**src/rtl/uart_rx_monitor_pkg.sv**
```systemverilog
// -----------------------------------------------------------------------------
// uart_rx_monitor_pkg
//   Shared types and helpers for the simulation-side UART receive monitor.
//   - rx_state_e   : receiver FSM state encoding
//   - clks_per_bit : clock cycles per serial bit (integer division)
//   - half_bit     : clock cycles from start-bit edge to mid-bit sample point
//   Optional feature macro: UART_RX_MON_PARITY_EN (adds the PARITY state).
// -----------------------------------------------------------------------------
package uart_rx_monitor_pkg;

    typedef enum logic [2:0] {
        IDLE,
        START,
        DATA,
`ifdef UART_RX_MON_PARITY_EN
        PARITY,
`endif
        STOP,
        BREAK
    } rx_state_e;

    function automatic int unsigned clks_per_bit(input int unsigned freq,
                                                 input int unsigned baud);
        return freq / baud;
    endfunction

    function automatic int unsigned half_bit(input int unsigned freq,
                                             input int unsigned baud);
        return clks_per_bit(freq, baud) / 2;
    endfunction

endpackage

```
**src/rtl/uart_rx_monitor_fifo.sv**
```systemverilog
// -----------------------------------------------------------------------------
// uart_rx_monitor_fifo
//   Synchronous first-word-fall-through FIFO. The head entry is presented on
//   data_o whenever the FIFO is non-empty (zero otherwise). A push into a full
//   FIFO is accepted only when a pop happens on the same edge; a pop from an
//   empty FIFO is ignored.
//   Ports:
//     clk_i, rst_i  : clock, synchronous active-high reset
//     push_i/data_i : write request and data
//     pop_i         : remove head entry
//     data_o        : head entry (FWFT)
//     full_o/empty_o: occupancy flags
//     count_o       : current occupancy
// -----------------------------------------------------------------------------
module uart_rx_monitor_fifo #(
    parameter int unsigned Depth = 8,
    parameter int unsigned Width = 8
) (
    input  logic                           clk_i,
    input  logic                           rst_i,
    input  logic                           push_i,
    input  logic [Width-1:0]               data_i,
    input  logic                           pop_i,
    output logic [Width-1:0]               data_o,
    output logic                           full_o,
    output logic                           empty_o,
    output logic [$clog2(Depth+1)-1:0]     count_o
);

    localparam int unsigned AW = $clog2(Depth);
    localparam int unsigned CW = $clog2(Depth + 1);

    logic [Width-1:0] mem_q [Depth];
    logic [AW-1:0]    wr_ptr_q;
    logic [AW-1:0]    rd_ptr_q;
    logic [CW-1:0]    count_q;

    logic do_push;
    logic do_pop;

    assign empty_o = (count_q == '0);
    assign full_o  = (count_q == CW'(Depth));
    assign do_pop  = pop_i && !empty_o;
    // A full FIFO still accepts a write when the head leaves on the same edge.
    assign do_push = push_i && (!full_o || do_pop);

    always_ff @(posedge clk_i) begin
        if (do_push) begin
            mem_q[wr_ptr_q] <= data_i;
        end
    end

    always_ff @(posedge clk_i) begin
        if (rst_i) begin
            wr_ptr_q <= '0;
            rd_ptr_q <= '0;
            count_q  <= '0;
        end else begin
            if (do_push) begin
                wr_ptr_q <= wr_ptr_q + AW'(1);
            end
            if (do_pop) begin
                rd_ptr_q <= rd_ptr_q + AW'(1);
            end
            case ({do_push, do_pop})
                2'b10:   count_q <= count_q + CW'(1);
                2'b01:   count_q <= count_q - CW'(1);
                default: count_q <= count_q;
            endcase
        end
    end

    assign data_o  = empty_o ? '0 : mem_q[rd_ptr_q];
    assign count_o = count_q;

endmodule

```
**src/rtl/uart_rx_monitor.sv**
```systemverilog
// -----------------------------------------------------------------------------
// uart_rx_monitor
//   Simulation-side UART receiver for the demo system's TX line. Decodes 8N1
//   frames (8E1 with UART_RX_MON_PARITY_EN defined), buffers bytes in a FWFT
//   FIFO and presents them on a valid/ready byte interface.
//   Optional feature macro: UART_RX_MON_PARITY_EN.
//   Ports:
//     clk_i          : system clock
//     rst_i          : synchronous active-high reset
//     rx_i           : serial input, idle high
//     byte_o         : FIFO head byte, zero when empty
//     byte_valid_o   : FIFO non-empty
//     byte_ready_i   : pop head when byte_valid_o is high
//     count_o        : FIFO occupancy
//     frame_err_o    : one-cycle pulse on a low stop bit
//     overflow_o     : sticky, a received byte was dropped
//     parity_err_o   : one-cycle pulse on even-parity mismatch (macro only)
// -----------------------------------------------------------------------------
module uart_rx_monitor
    import uart_rx_monitor_pkg::*;
#(
    parameter int unsigned ClockFrequency = 50_000_000,
    parameter int unsigned BaudRate       = 115_200,
    parameter int unsigned FifoDepth      = 8
) (
    input  logic                               clk_i,
    input  logic                               rst_i,
    input  logic                               rx_i,
    output logic [7:0]                         byte_o,
    output logic                               byte_valid_o,
    input  logic                               byte_ready_i,
    output logic [$clog2(FifoDepth+1)-1:0]     count_o,
    output logic                               frame_err_o,
    output logic                               overflow_o
`ifdef UART_RX_MON_PARITY_EN
    ,
    output logic                               parity_err_o
`endif
);

    localparam int unsigned ClksPerBit = clks_per_bit(ClockFrequency, BaudRate);
    localparam int unsigned HalfBit    = half_bit(ClockFrequency, BaudRate);
    localparam int unsigned CntW       = $clog2(ClksPerBit);
    localparam logic [CntW-1:0] CntFull = CntW'(ClksPerBit - 1);
    localparam logic [CntW-1:0] CntHalf = CntW'(HalfBit - 1);

    // Two-flop synchronizer, reset to the idle line level.
    logic rx_meta_q;
    logic rx_sync_q;

    rx_state_e       state_q;
    logic [CntW-1:0] cnt_q;
    logic [2:0]      bit_idx_q;
    logic [7:0]      shreg_q;
    logic            frame_err_q;
    logic            overflow_q;
`ifdef UART_RX_MON_PARITY_EN
    logic            parity_bad_q;
    logic            parity_err_q;
`endif

    logic tick;
    logic push;
    logic fifo_full;
    logic fifo_empty;

    always_ff @(posedge clk_i) begin
        if (rst_i) begin
            rx_meta_q <= 1'b1;
            rx_sync_q <= 1'b1;
        end else begin
            rx_meta_q <= rx_i;
            rx_sync_q <= rx_meta_q;
        end
    end

    assign tick = (cnt_q == '0);

    // The byte is written on the stop-sample edge itself so it is visible
    // in the FIFO the following cycle.
    always_comb begin
        push = (state_q == STOP) && tick && rx_sync_q;
`ifdef UART_RX_MON_PARITY_EN
        if (parity_bad_q) begin
            push = 1'b0;
        end
`endif
    end

    always_ff @(posedge clk_i) begin
        if (rst_i) begin
            state_q      <= IDLE;
            cnt_q        <= '0;
            bit_idx_q    <= '0;
            shreg_q      <= '0;
            frame_err_q  <= 1'b0;
`ifdef UART_RX_MON_PARITY_EN
            parity_bad_q <= 1'b0;
            parity_err_q <= 1'b0;
`endif
        end else begin
            frame_err_q  <= 1'b0;
`ifdef UART_RX_MON_PARITY_EN
            parity_err_q <= 1'b0;
`endif
            case (state_q)
                IDLE: begin
                    if (!rx_sync_q) begin
                        state_q <= START;
                        cnt_q   <= CntHalf;
                    end
                end
                START: begin
                    if (tick) begin
                        if (!rx_sync_q) begin
                            state_q   <= DATA;
                            cnt_q     <= CntFull;
                            bit_idx_q <= '0;
                        end else begin
                            state_q <= IDLE;
                        end
                    end else begin
                        cnt_q <= cnt_q - CntW'(1);
                    end
                end
                DATA: begin
                    if (tick) begin
                        shreg_q   <= {rx_sync_q, shreg_q[7:1]};
                        cnt_q     <= CntFull;
                        bit_idx_q <= bit_idx_q + 3'd1;
                        if (bit_idx_q == 3'd7) begin
`ifdef UART_RX_MON_PARITY_EN
                            state_q <= PARITY;
`else
                            state_q <= STOP;
`endif
                        end
                    end else begin
                        cnt_q <= cnt_q - CntW'(1);
                    end
                end
`ifdef UART_RX_MON_PARITY_EN
                PARITY: begin
                    if (tick) begin
                        // Even parity: the parity bit equals the XOR of the data.
                        parity_bad_q <= (rx_sync_q != ^shreg_q);
                        cnt_q        <= CntFull;
                        state_q      <= STOP;
                    end else begin
                        cnt_q <= cnt_q - CntW'(1);
                    end
                end
`endif
                STOP: begin
                    if (tick) begin
`ifdef UART_RX_MON_PARITY_EN
                        parity_err_q <= parity_bad_q;
`endif
                        if (rx_sync_q) begin
                            state_q <= IDLE;
                        end else begin
                            frame_err_q <= 1'b1;
                            state_q     <= BREAK;
                        end
                    end else begin
                        cnt_q <= cnt_q - CntW'(1);
                    end
                end
                BREAK: begin
                    if (rx_sync_q) begin
                        state_q <= IDLE;
                    end
                end
                default: state_q <= IDLE;
            endcase
        end
    end

    // Any pop with a full FIFO is effective, so only a push with no pop drops.
    always_ff @(posedge clk_i) begin
        if (rst_i) begin
            overflow_q <= 1'b0;
        end else if (push && fifo_full && !byte_ready_i) begin
            overflow_q <= 1'b1;
        end
    end

    uart_rx_monitor_fifo #(
        .Depth (FifoDepth),
        .Width (8)
    ) u_fifo (
        .clk_i   (clk_i),
        .rst_i   (rst_i),
        .push_i  (push),
        .data_i  (shreg_q),
        .pop_i   (byte_ready_i),
        .data_o  (byte_o),
        .full_o  (fifo_full),
        .empty_o (fifo_empty),
        .count_o (count_o)
    );

    assign byte_valid_o = !fifo_empty;
    assign frame_err_o  = frame_err_q;
    assign overflow_o   = overflow_q;
`ifdef UART_RX_MON_PARITY_EN
    assign parity_err_o = parity_err_q;
`endif

endmodule

```
**config.mk**
```make
export PLATFORM = sky130hd
export DESIGN_NAME = uart_rx_monitor
export DESIGN_NICKNAME = d
export VERILOG_FILES = /design/src/rtl/uart_rx_monitor_pkg.sv /design/src/rtl/uart_rx_monitor_fifo.sv /design/src/rtl/uart_rx_monitor.sv
export SDC_FILE = /design/constraint.sdc
export NUM_CORES = 1
export LEC_CHECK = 0
export ABC_AREA = 1
export CAP_MARGIN = 10
export CORE_UTILIZATION = 25
export DETAILED_ROUTE_END_ITERATION = 12
export GPL_TIMING_DRIVEN = 0
export SETUP_SLACK_MARGIN = 0.1
export SLEW_MARGIN = 0
export SYNTH_ARGS = -nofsm -noshare
export SYNTH_HDL_FRONTEND = slang
export SYNTH_SLANG_ARGS = --single-unit
```
**constraint.sdc**
```tcl
create_clock -name clk_i -period 2.7 [get_ports clk_i]
set_input_delay 0.81 -clock clk_i [delete_from_list [all_inputs] [get_ports clk_i]]
set_output_delay 0.81 -clock clk_i [all_outputs]
set_load 0.005 [all_outputs]
```
* After elaboration in Yosys (flattened, before gate mapping)
Memories as Yosys holds them, arrays and structs flattened. A register that Yosys moved wholly into a read port is not among the register bits.
Cells that the tools add are included.
** Word-level totals
- Register bits :: 37
- Latch bits :: 0
- Memory bits (writable) :: 64
- ROM bits :: 0
- Output and inout bits :: 15
- Logic and storage cells :: 84
- Memories :: 1
** Memory list
- u_fifo.mem_q :: depth 8, width 8, read ports 1, clocked after memory_dff 1, write ports 1, RTL line uart_rx_monitor_fifo.sv:33 : logic [Width-1:0] mem_q [Depth];
** Cells by class
- $add $sub $neg :: 6
- Multiply operators :: 0
- Div/mod/pow operators :: 0
- Order comparisons :: 0
- Equal/unequal tests :: 17
- Shift operators :: 0
- Multiplexer cells :: 26
- Bitwise gates (word level) :: 2
- Reductions and logical operators :: 21
** Operator list (count)
- 9-bit 2-to-1 mux :: 5
- 3-bit 2-to-1 mux :: 12
- 9-bit case mux with 4 select lines :: 1
- 2-bit != test (second input constant) :: 8
- 3-bit case mux with 5 select lines :: 1
- 3-bit by 1-bit adder with 3-bit output (second input constant) :: 3
- 9-bit logical NOT :: 1
- 9-bit by 1-bit subtractor with 9-bit output (second input constant) :: 1
- 8-bit 2-to-1 mux :: 1
- 4-bit case mux with 2 select lines :: 1
- 4-bit AND reduction :: 2
- 3-bit by 2-bit equality test with 1-bit output (second input constant) :: 2
- 3-bit equality test (second input constant) :: 2
- 1-bit logical AND :: 6
- 3-bit case mux with 2 select lines :: 1
- 6-bit AND reduction :: 1
- 4-bit by 1-bit adder with 4-bit output (second input constant) :: 1
- 4-bit equality test (second input constant) :: 1
- 4-bit logical NOT :: 1
- 2-bit nonzero test :: 2
- 4-bit nonzero test :: 1
- 4-bit by 1-bit subtractor with 4-bit output (second input constant) :: 1
- 3-bit by 1-bit equality test with 1-bit output (second input constant) :: 1
- 1-bit logical NOT :: 3
- 10 further kinds :: 13

* Logic depth before layout (Yosys ltp)
Gate-level depths: netlist of run 1.
- Word-level depth :: 7
- Depth in mapped cells :: 15
- Depth with buffers taken out :: 15

* Cells and area by module
Synthesis of run 1 repeated with hierarchy kept, for this count alone.
** Unflattened totals
- Cell total of the unflattened synthesis :: 479
- Area, all modules :: 4624.4 um^2
** By module, submodules not included
- uart_rx_monitor_fifo :: instances 1, cells an instance 285, area an instance 3258.1 um^2, seq. area each 2182.1 um^2
- uart_rx_monitor :: instances 1, cells an instance 194, area an instance 1366.3 um^2, seq. area each 540.5 um^2

* Worst setup path before layout of run 1
Ideal clock, no wire load.
- Kind :: reg2reg
- From :: register cnt_q[0]
- To :: memory u_fifo.mem_q[0][0], enable pin
- Setup time :: 0.383 ns
- Arrival :: 1.848 ns
- Path slack :: 0.469 ns
- Stages on the path, launching flop included :: 9
- Buffers on the path :: 0
- Period minus slack after synthesis :: 2.231 ns
- Cells stage by stage :: dfxtp_1 > inv_1 > ha_1 > nand2_2 > nor2_2 > nand4_2 > nor2_4 > nand2_1 > nor3_1
** Between the ends
- Word-level cells in the longest chain between the ends :: 6
** Ends and longest elaborated chain
- from (decl) :: RTL line uart_rx_monitor.sv:52 : logic [CntW-1:0] cnt_q;
- from (signal assigned) :: RTL line uart_rx_monitor.sv:110 : cnt_q <= CntHalf;
- from (signal assigned) :: RTL line uart_rx_monitor.sv:117 : cnt_q <= CntFull;
- from (signal assigned) :: RTL line uart_rx_monitor.sv:123 : cnt_q <= cnt_q - CntW'(1);
- 9-bit logical NOT :: RTL line uart_rx_monitor.sv:77 : assign tick = (cnt_q == '0);
- 1-bit logical AND (2 in series) :: RTL line uart_rx_monitor.sv:82 : push = (state_q == STOP) && tick && rx_sync_q;
- 1-bit logical AND :: RTL line uart_rx_monitor_fifo.sv:45 : assign do_push = push_i && (!full_o || do_pop);
- 1-bit 2-to-1 mux :: RTL line uart_rx_monitor_fifo.sv:48 : if (do_push) begin
- 1-bit 2-to-1 mux (implied by the code) :: RTL line uart_rx_monitor_fifo.sv:49 : mem_q[wr_ptr_q] <= data_i;
- to (decl) :: RTL line uart_rx_monitor_fifo.sv:33
Every way passes these cells.

* Worst setup path in the final report of run 1
- From :: register u_fifo.count_q[0] (netlist: u_fifo.count_o[0])
- To :: output port byte_o[1]
** Between the ends
- Word-level cells in the longest chain between the ends :: 2
** Ends and longest elaborated chain
- from (decl) :: RTL line uart_rx_monitor_fifo.sv:36 : logic [CW-1:0] count_q;
- from (signal assigned) :: RTL line uart_rx_monitor_fifo.sv:66 : 2'b10: count_q <= count_q + CW'(1);
- from (signal assigned) :: RTL line uart_rx_monitor_fifo.sv:67 : 2'b01: count_q <= count_q - CW'(1);
- from (signal assigned) :: RTL line uart_rx_monitor_fifo.sv:68 : default: count_q <= count_q;
- 4-bit logical NOT :: RTL line uart_rx_monitor_fifo.sv:41 : assign empty_o = (count_q == '0);
- 8-bit 2-to-1 mux :: RTL line uart_rx_monitor_fifo.sv:73 : assign data_o = empty_o ? '0 : mem_q[rd_ptr_q];
- to (decl) :: RTL line uart_rx_monitor.sv:29 : output logic [7:0] byte_o,
Every way passes these cells.

==> metrics.txt, run 1 <==
status completed; antenna violations before repair 0; max cap viols 0; Seq/Total Area, Yosys 62.1%; Routed WL 9.67 mm; first-pass GRT wire length 15.9 mm; WP buf/inv 3; via count 3343; Worst setup EP type output port; CTS Root Cell clkbuf_16; met2 WL post-DR 4.62 mm; wl on met1 4.39 mm; die area 0.0181 sq mm; top cell type by total area after synthesis edfxtp_1; overall power 4.23 mW; Syn Area/Cell 9.59 sq um; clk buf depth 2; Data required, critical path 1890 ps; Static Leak 1.98 nW; Worst Slack Setup Final 174 ps; yosys warns 0; synth top area cells edfxtp_1 44%, dfxtp_1 18%, nor2_1 8.1%; Site Rows 48; actual slew at the worst max-slew pin 824 ps; CTS tree built; crit-path max FO 6; port bufs 17; Synth Net Count 467; P per Cell Area 800 mW/mm^2; CP delay by family, top buffers and inverters; share of post-route cells with drive strength above 1 15.0%; HP Class flop to flop; Mapped Area 0.00438 sq mm; H-tree Lvls 3; top sig layer met4; flip-flop and latch count after synthesis 104; starting density of the core 25.4%; most frequent CP cell nor2_4; post-route ant nets 0; hold buffer count at cts 0; slew margin rel. 44.8%; Crit Path Class flop to output port; critical path's slowest cell dfxtp_4; Layout area overhead 20.6%; clk_lat worst skew 350 ps; crit path DAT 1720 ps; Worst Skew 11.9 ps; # setup viols final 0; maximum vdd drop 0.320 mV; CP Launch Type flop; gr ovfl total 0; Cell Chain, Critical Path nor2_4, nand2_2, nor2_4, clkinvlp_4, buf_4, o21ai_0, a31oi_1, buf_2; shortest period the worst path allows 2530 ps; first drt pass iteration count 5; top cell type's share of synthesized area 43.8%; DR iter-0 viols 315; Netlist cell types 28; die height 134 um; average wire per standard cell 13.3 um; Final Max Slew Viols 0; part of the cycle the worst path needs 93.6%; pre-CTS WS -431 ps; DRC 0; routability cong. 0.814; pin count of the biggest net entering global routing 21; core area 0.0172 sq mm; Fin Hold WS 419 ps; f_max 396 MHz; Reg clk slew, reported paths 70 ps; Die W 134 um; Worst path max stage delay 370 ps; Antenna diodes 0; I/O pins 19; Via density 4.60; Setup TNS 0 ps; Final Hold Viols 0; Total GRT Usage 11.3%; number of global-route vias before repair 3219; Clock Sink Count 104; routed length on met3 474 um; Syn Inst Count 457; hpwl dp 6.53 mm; Nets 506; RSZ-0062 raised after global routing true; Inserted Clock Buffers 9
==> metal layers <==
layer / global-route usage (%) / up-vias
li1: - / 1658
met1: 14.4 / 1577
met2: 18.4 / 85
met3: 2.53 / 23
met4: 5.18 / 0
met5: 0 / -
==> area by class of cell <==
cell class              instances  area (sq um)
clock inverters                 7          68.8
flip-flops and latches        104          2740
well taps                     225           282
plain buffers                  17           140
inverters                      35           134
multi-input cells             301          1500
repair buffers                 27           198
clock buffers                   9           225
fillers                      1740         12000
repair inverters                1          7.51
==> layout by cell type (no fill, tap or decap), types with 2 or more instances in the layout <==
master,n
inv_6,4
o21ai_1,6
inv_2,2
or2_2,2
ha_1,6
o21ai_0,59
buf_2,5
edfxtp_1,64
nor4_1,2
nand2_2,4
nand2_1,50
a31oi_1,10
nor3_2,5
dfxtp_1,36
clkbuf_2,9
inv_1,32
clkbuf_1,4
buf_4,6
clkbuf_8,5
nor2_4,3
a21oi_1,22
nand3_1,12
dfxtp_4,3
o22ai_1,8
clkinv_4,2
clkbuf_16,9
xor2_1,2
clkdlybuf4s50_1,8
nor3_1,6
nor2_1,93
nor2_2,4
dlygate4sd2_1,2
clkbuf_4,4
==> logic make-up (layout without fill, tap and decap cells) <==
family | count (synthesis) | count (layout) | share of synthesized area (%)
xor+xnor | 3 | 3 | 0.600
flops | 104 | 104 | 62.1
buf+inv | 52 | 96 | 4.82
compound gates | 108 | 108 | 13.0
fa+ha+maj | 6 | 6 | 1.71
simple gates | 184 | 184 | 17.8
==> worst register-to-register path: cells and delay by family, from the launching register on <==
kind | cells | cell delay (ps)
adders and majority gates | 1 | 210
buffers and inverters | 1 | 90
DFF | 1 | 320
and+or+nand+nor | 6 | 1520
==> sequential cells by signal, summed over array words and instances, names as in the netlist, named ones only <==
name / cells
shreg_q: 8
state_q: 3
u_fifo.wr_ptr_q: 3
rx_meta_q: 1
frame_err_o: 1
u_fifo.mem_q: 64
bit_idx_q: 3
u_fifo.count_o: 4
rx_sync_q: 1
cnt_q: 9
u_fifo.rd_ptr_q: 3
overflow_o: 1
==> Yosys cell counts <==
master     number
a21boi_0        1
a21oi_1        22
a31oi_1        10
buf_4           2
buf_6           1
clkbuf_1       13
clkbuf_2        1
dfxtp_1        40
edfxtp_1       64
ha_1            6
inv_1          35
nand2_1        51
nand2_2         3
nand3_1        12
nand4_1         1
nand4_2         1
nor2_1         95
nor2_2          4
nor2_4          1
nor3_1         11
nor3_4          1
nor4_1          2
o2111ai_1       1
o21ai_0        66
o22ai_1         8
or2_2           2
xnor2_1         1
xor2_1          2
==> final timing paths <==
| check | start | end | slack [ps] | cells after the start |
|---|---|---|---|---|
| worst max-delay path | u_fifo.count_o[0] | byte_o[1] | 170 | 8 |
| worst min-delay path | rx_meta_q | rx_sync_q | 420 | 1 |
| worst max register to register | cnt_q[0] | u_fifo.mem_q[7][7] | 190 | 8 |
| worst min register to register | rx_meta_q | rx_sync_q | 420 | 1 |
==> repair_timing <==
action	4_1_cts	5_1_grt
resized for setup	61	15
pin swaps	1	2
hold endpoints to repair	0	0
setup endpoints to repair	73	53
buffers inserted	3	1
gates cloned	1	0
==> where the power goes <==
group	internal (mW)	leakage, nW	total (mW)	switching, mW
clock network	0.650	0.144	1.26	0.609
registers	1.74	0.990	1.82	0.0814
logic	0.436	0.851	1.15	0.710
total	2.83	1.98	4.23	1.40
==> metrics by stage <==
step / utilization (%) / instance area, sq um / instances
2_1_floorplan: - / 4380 / 457
3_5_place_dp: 28.0 / 4830 / 699
3_3_place_gp: 28.0 / 4830 / 699
5_1_grt: 30.7 / 5290 / 726
4_1_cts: 30.4 / 5240 / 719
6_report: 30.7 / 5290 / 726
No activity file was read; power rests on OpenSTA's default activity.
==> run 2, diff against run 1 <==
==> constraint.sdc (replaced) <==
create_clock -name clk_i -period 3.25 [get_ports clk_i]
set_input_delay 0.975 -clock clk_i [delete_from_list [all_inputs] [get_ports clk_i]]
set_output_delay 0.975 -clock clk_i [all_outputs]
set_load 0.005 [all_outputs]
==> run 2 against run 1 <==
Compared with the run above:
- worst hold slack unchanged
- critical path depth decreased by 1
- total power decreased by 18%
- first-iteration DRC count decreased by 2.9%
- critical endpoint is now byte_o[7]
- sequential power decreased by 18%
- non-clock buffer count decreased by 1
- register-to-register slack improved by 450 ps
- worst setup slack improved by 43 ps
- utilization decreased by 0.22 points
==> metrics.txt, run 2 (synthesis gave the netlist of run 1 again) <==
shortest period the worst path allows 3030 ps; hpwl dp 6.53 mm (unchanged); Total GRT Usage 11.1% (-0.24 points); clk_lat worst skew 350 ps (about the same); post-route ant nets 0 (unchanged); pre-CTS WS -45.7 ps (+385 ps); core area 0.0172 sq mm (unchanged); # setup viols final 0 (unchanged); pin count of the biggest net entering global routing 21 (unchanged); max FFs per register 64 (unchanged); gr busiest metal met2; CTS tree built; via count 3316 (-0.81%); Worst path max stage delay 550 ps (+180 ps); Final Hold Viols 0 (unchanged); port bufs 17 (unchanged); first-pass GRT wire length 15.6 mm (-2.1%); Antenna diodes 0 (unchanged); Reg with most FFs u_fifo.mem_q; Die W 134 um (unchanged); Via density 4.57 (-0.67%); routability cong. 0.814 (unchanged); DR iter-0 viols 306 (-2.9%); Crit Path Class flop to output port; most common cell after layout, fill and taps aside nor2_1; Worst Skew 12.0 ps (+0.109 ps); Routed WL 9.52 mm (-1.6%); maximum vdd drop 0.264 mV (-17%); die height 134 um (unchanged); part of the cycle the worst path needs 93.3%; WP buf/inv 3 (unchanged); M2 GR Usage 18.2% (-0.26 points); f_max 330 MHz; slew margin rel. 52.9% (+8.1 points); die area 0.0181 sq mm (unchanged); Data required, critical path 2270 ps (+380 ps); Fin Hold WS 419 ps (unchanged); Clock Sink Count 104 (unchanged); crit-path max FO 10 (+4); Reg clk slew, reported paths 70 ps (about the same); GR Util met3 2.76% (+0.23 points); CTS Root Cell clkbuf_16; Site Rows 48 (unchanged); DRC 0 (unchanged); number of global-route vias before repair 3161 (-1.8%); clk buf depth 2 (unchanged); actual slew at the worst max-slew pin 701 ps (-123 ps); P per Cell Area 658 mW/mm^2 (-18%); average wire per standard cell 13.1 um (-1.5%); Worst setup EP type output port; crit path DAT 2060 ps (+340 ps); CP Launch Type flop; Worst Slack Setup Final 217 ps (+43.0 ps); share of post-route cells with drive strength above 1 12.0% (-3.0 points); Cell Chain, Critical Path inv_2, buf_6, nor2_1, o22ai_1, o21ai_0, a31oi_1, clkdlybuf4s50_1; HP Class flop to flop; I/O pins 19 (unchanged); FILL cells 1742 (+0.11%); CP delay by family, top buffers and inverters; critical path's slowest cell clkdlybuf4s50_1; max cap viols 0 (unchanged); top flop regs u_fifo.mem_q (64), cnt_q (9), shreg_q (8); Nets 505 (-0.20%); commonest non-fill, non-tap cells in the layout 94 x nor2_1, 64 x edfxtp_1, 63 x o21ai_0; starting density of the core 25.4% (unchanged); first drt pass iteration count 5 (unchanged); Final Max Slew Viols 0 (unchanged); Inserted Clock Buffers 9 (unchanged); Layout area overhead 19.7%; status completed; gr ovfl total 0 (unchanged); RSZ-0062 raised after global routing true; antenna violations before repair 0 (unchanged); Static Leak 1.95 nW (-1.9%); met1 GRT Util 13.9% (-0.43 points); H-tree Lvls 3 (unchanged)
-- run 2: changes by cell type in the layout (fill, tap and decap cells not counted), sizes merged --
| cell | before | now |
|---|---|---|
| buf | 12 | 13 |
| dlygate4sd2 | 2 | 0 |
| clkdlybuf4s50 | 8 | 17 |
| clkbuf | 31 | 22 |
-- run 2: routing by layer --
layer	routed length, um	vias to the layer above
met5	0	-
met4	124	0
met2	4610	90
li1	-	1657
met3	510	14
met1	4270	1555
-- run 2: layout make-up --
class                      instances  area, sq um  area share, %
sequential                       104         2730           52.0
multi-input combinational        301         1460           27.8
tap                              225          282           5.36
clock buffer                       9          225           4.29
timing repair buffer              26          225           4.29
inverter                          35          131           2.50
buffer                            17          121           2.31
clock inverter                     7         68.8           1.31
timing repair inverter             1         7.51          0.143
-- run 2: worst register-to-register path, stage by stage (launching register included) --
cell and delay (ps):
dfxtp_1 320, inv_1 90, ha_1 210, nand2_2 120, nor2_2 160, nand4_2 210, nor2_4 200, nand2_1 130
nor3_1 560, buf_2 330
-- run 2: worst paths after layout --
check             cells past startpoint  slack (ps)            endpoint      start
setup / recovery                      7         220           byte_o[7]       flop
hold / removal                        1         420           rx_sync_q  rx_meta_q
setup reg to reg                      9         640  u_fifo.mem_q[7][4]   cnt_q[0]
hold reg to reg                       1         420           rx_sync_q  rx_meta_q
-- run 2: where the power goes --
group,switching [mW],internal (mW)
Sequential,0.0621,1.44
Combinational,0.573,0.331
Clock,0.506,0.540
Total,1.14,2.31
-- run 2: repair_timing --
| action | CTS | global route |
|---|---|---|
| setup buffers | 0 | 1 |
| setup endpoints to repair | 8 | 8 |
| gates cloned | 0 | 1 |
| gates resized for setup | 19 | 20 |
| hold buffers | 0 | 0 |
| pin swaps | 0 | 0 |
-- run 2: through the flow --
stage / cell area, sq um / cells / util, % / power [mW] / TNS (ps)
final: 5250 / 725 / 30.4 / 3.45 / 0
after global routing: 5250 / 725 / 30.4 / 3.66 / 0
after CTS: 5150 / 715 / 29.9 / 3.42 / 0
after detailed placement: 4830 / 699 / 28.0 / 2.34 / -1360
after global placement: 4830 / 699 / 28.0 / 2.32 / -121
after floorplan: 4380 / 457 / - / 2.08 / 0
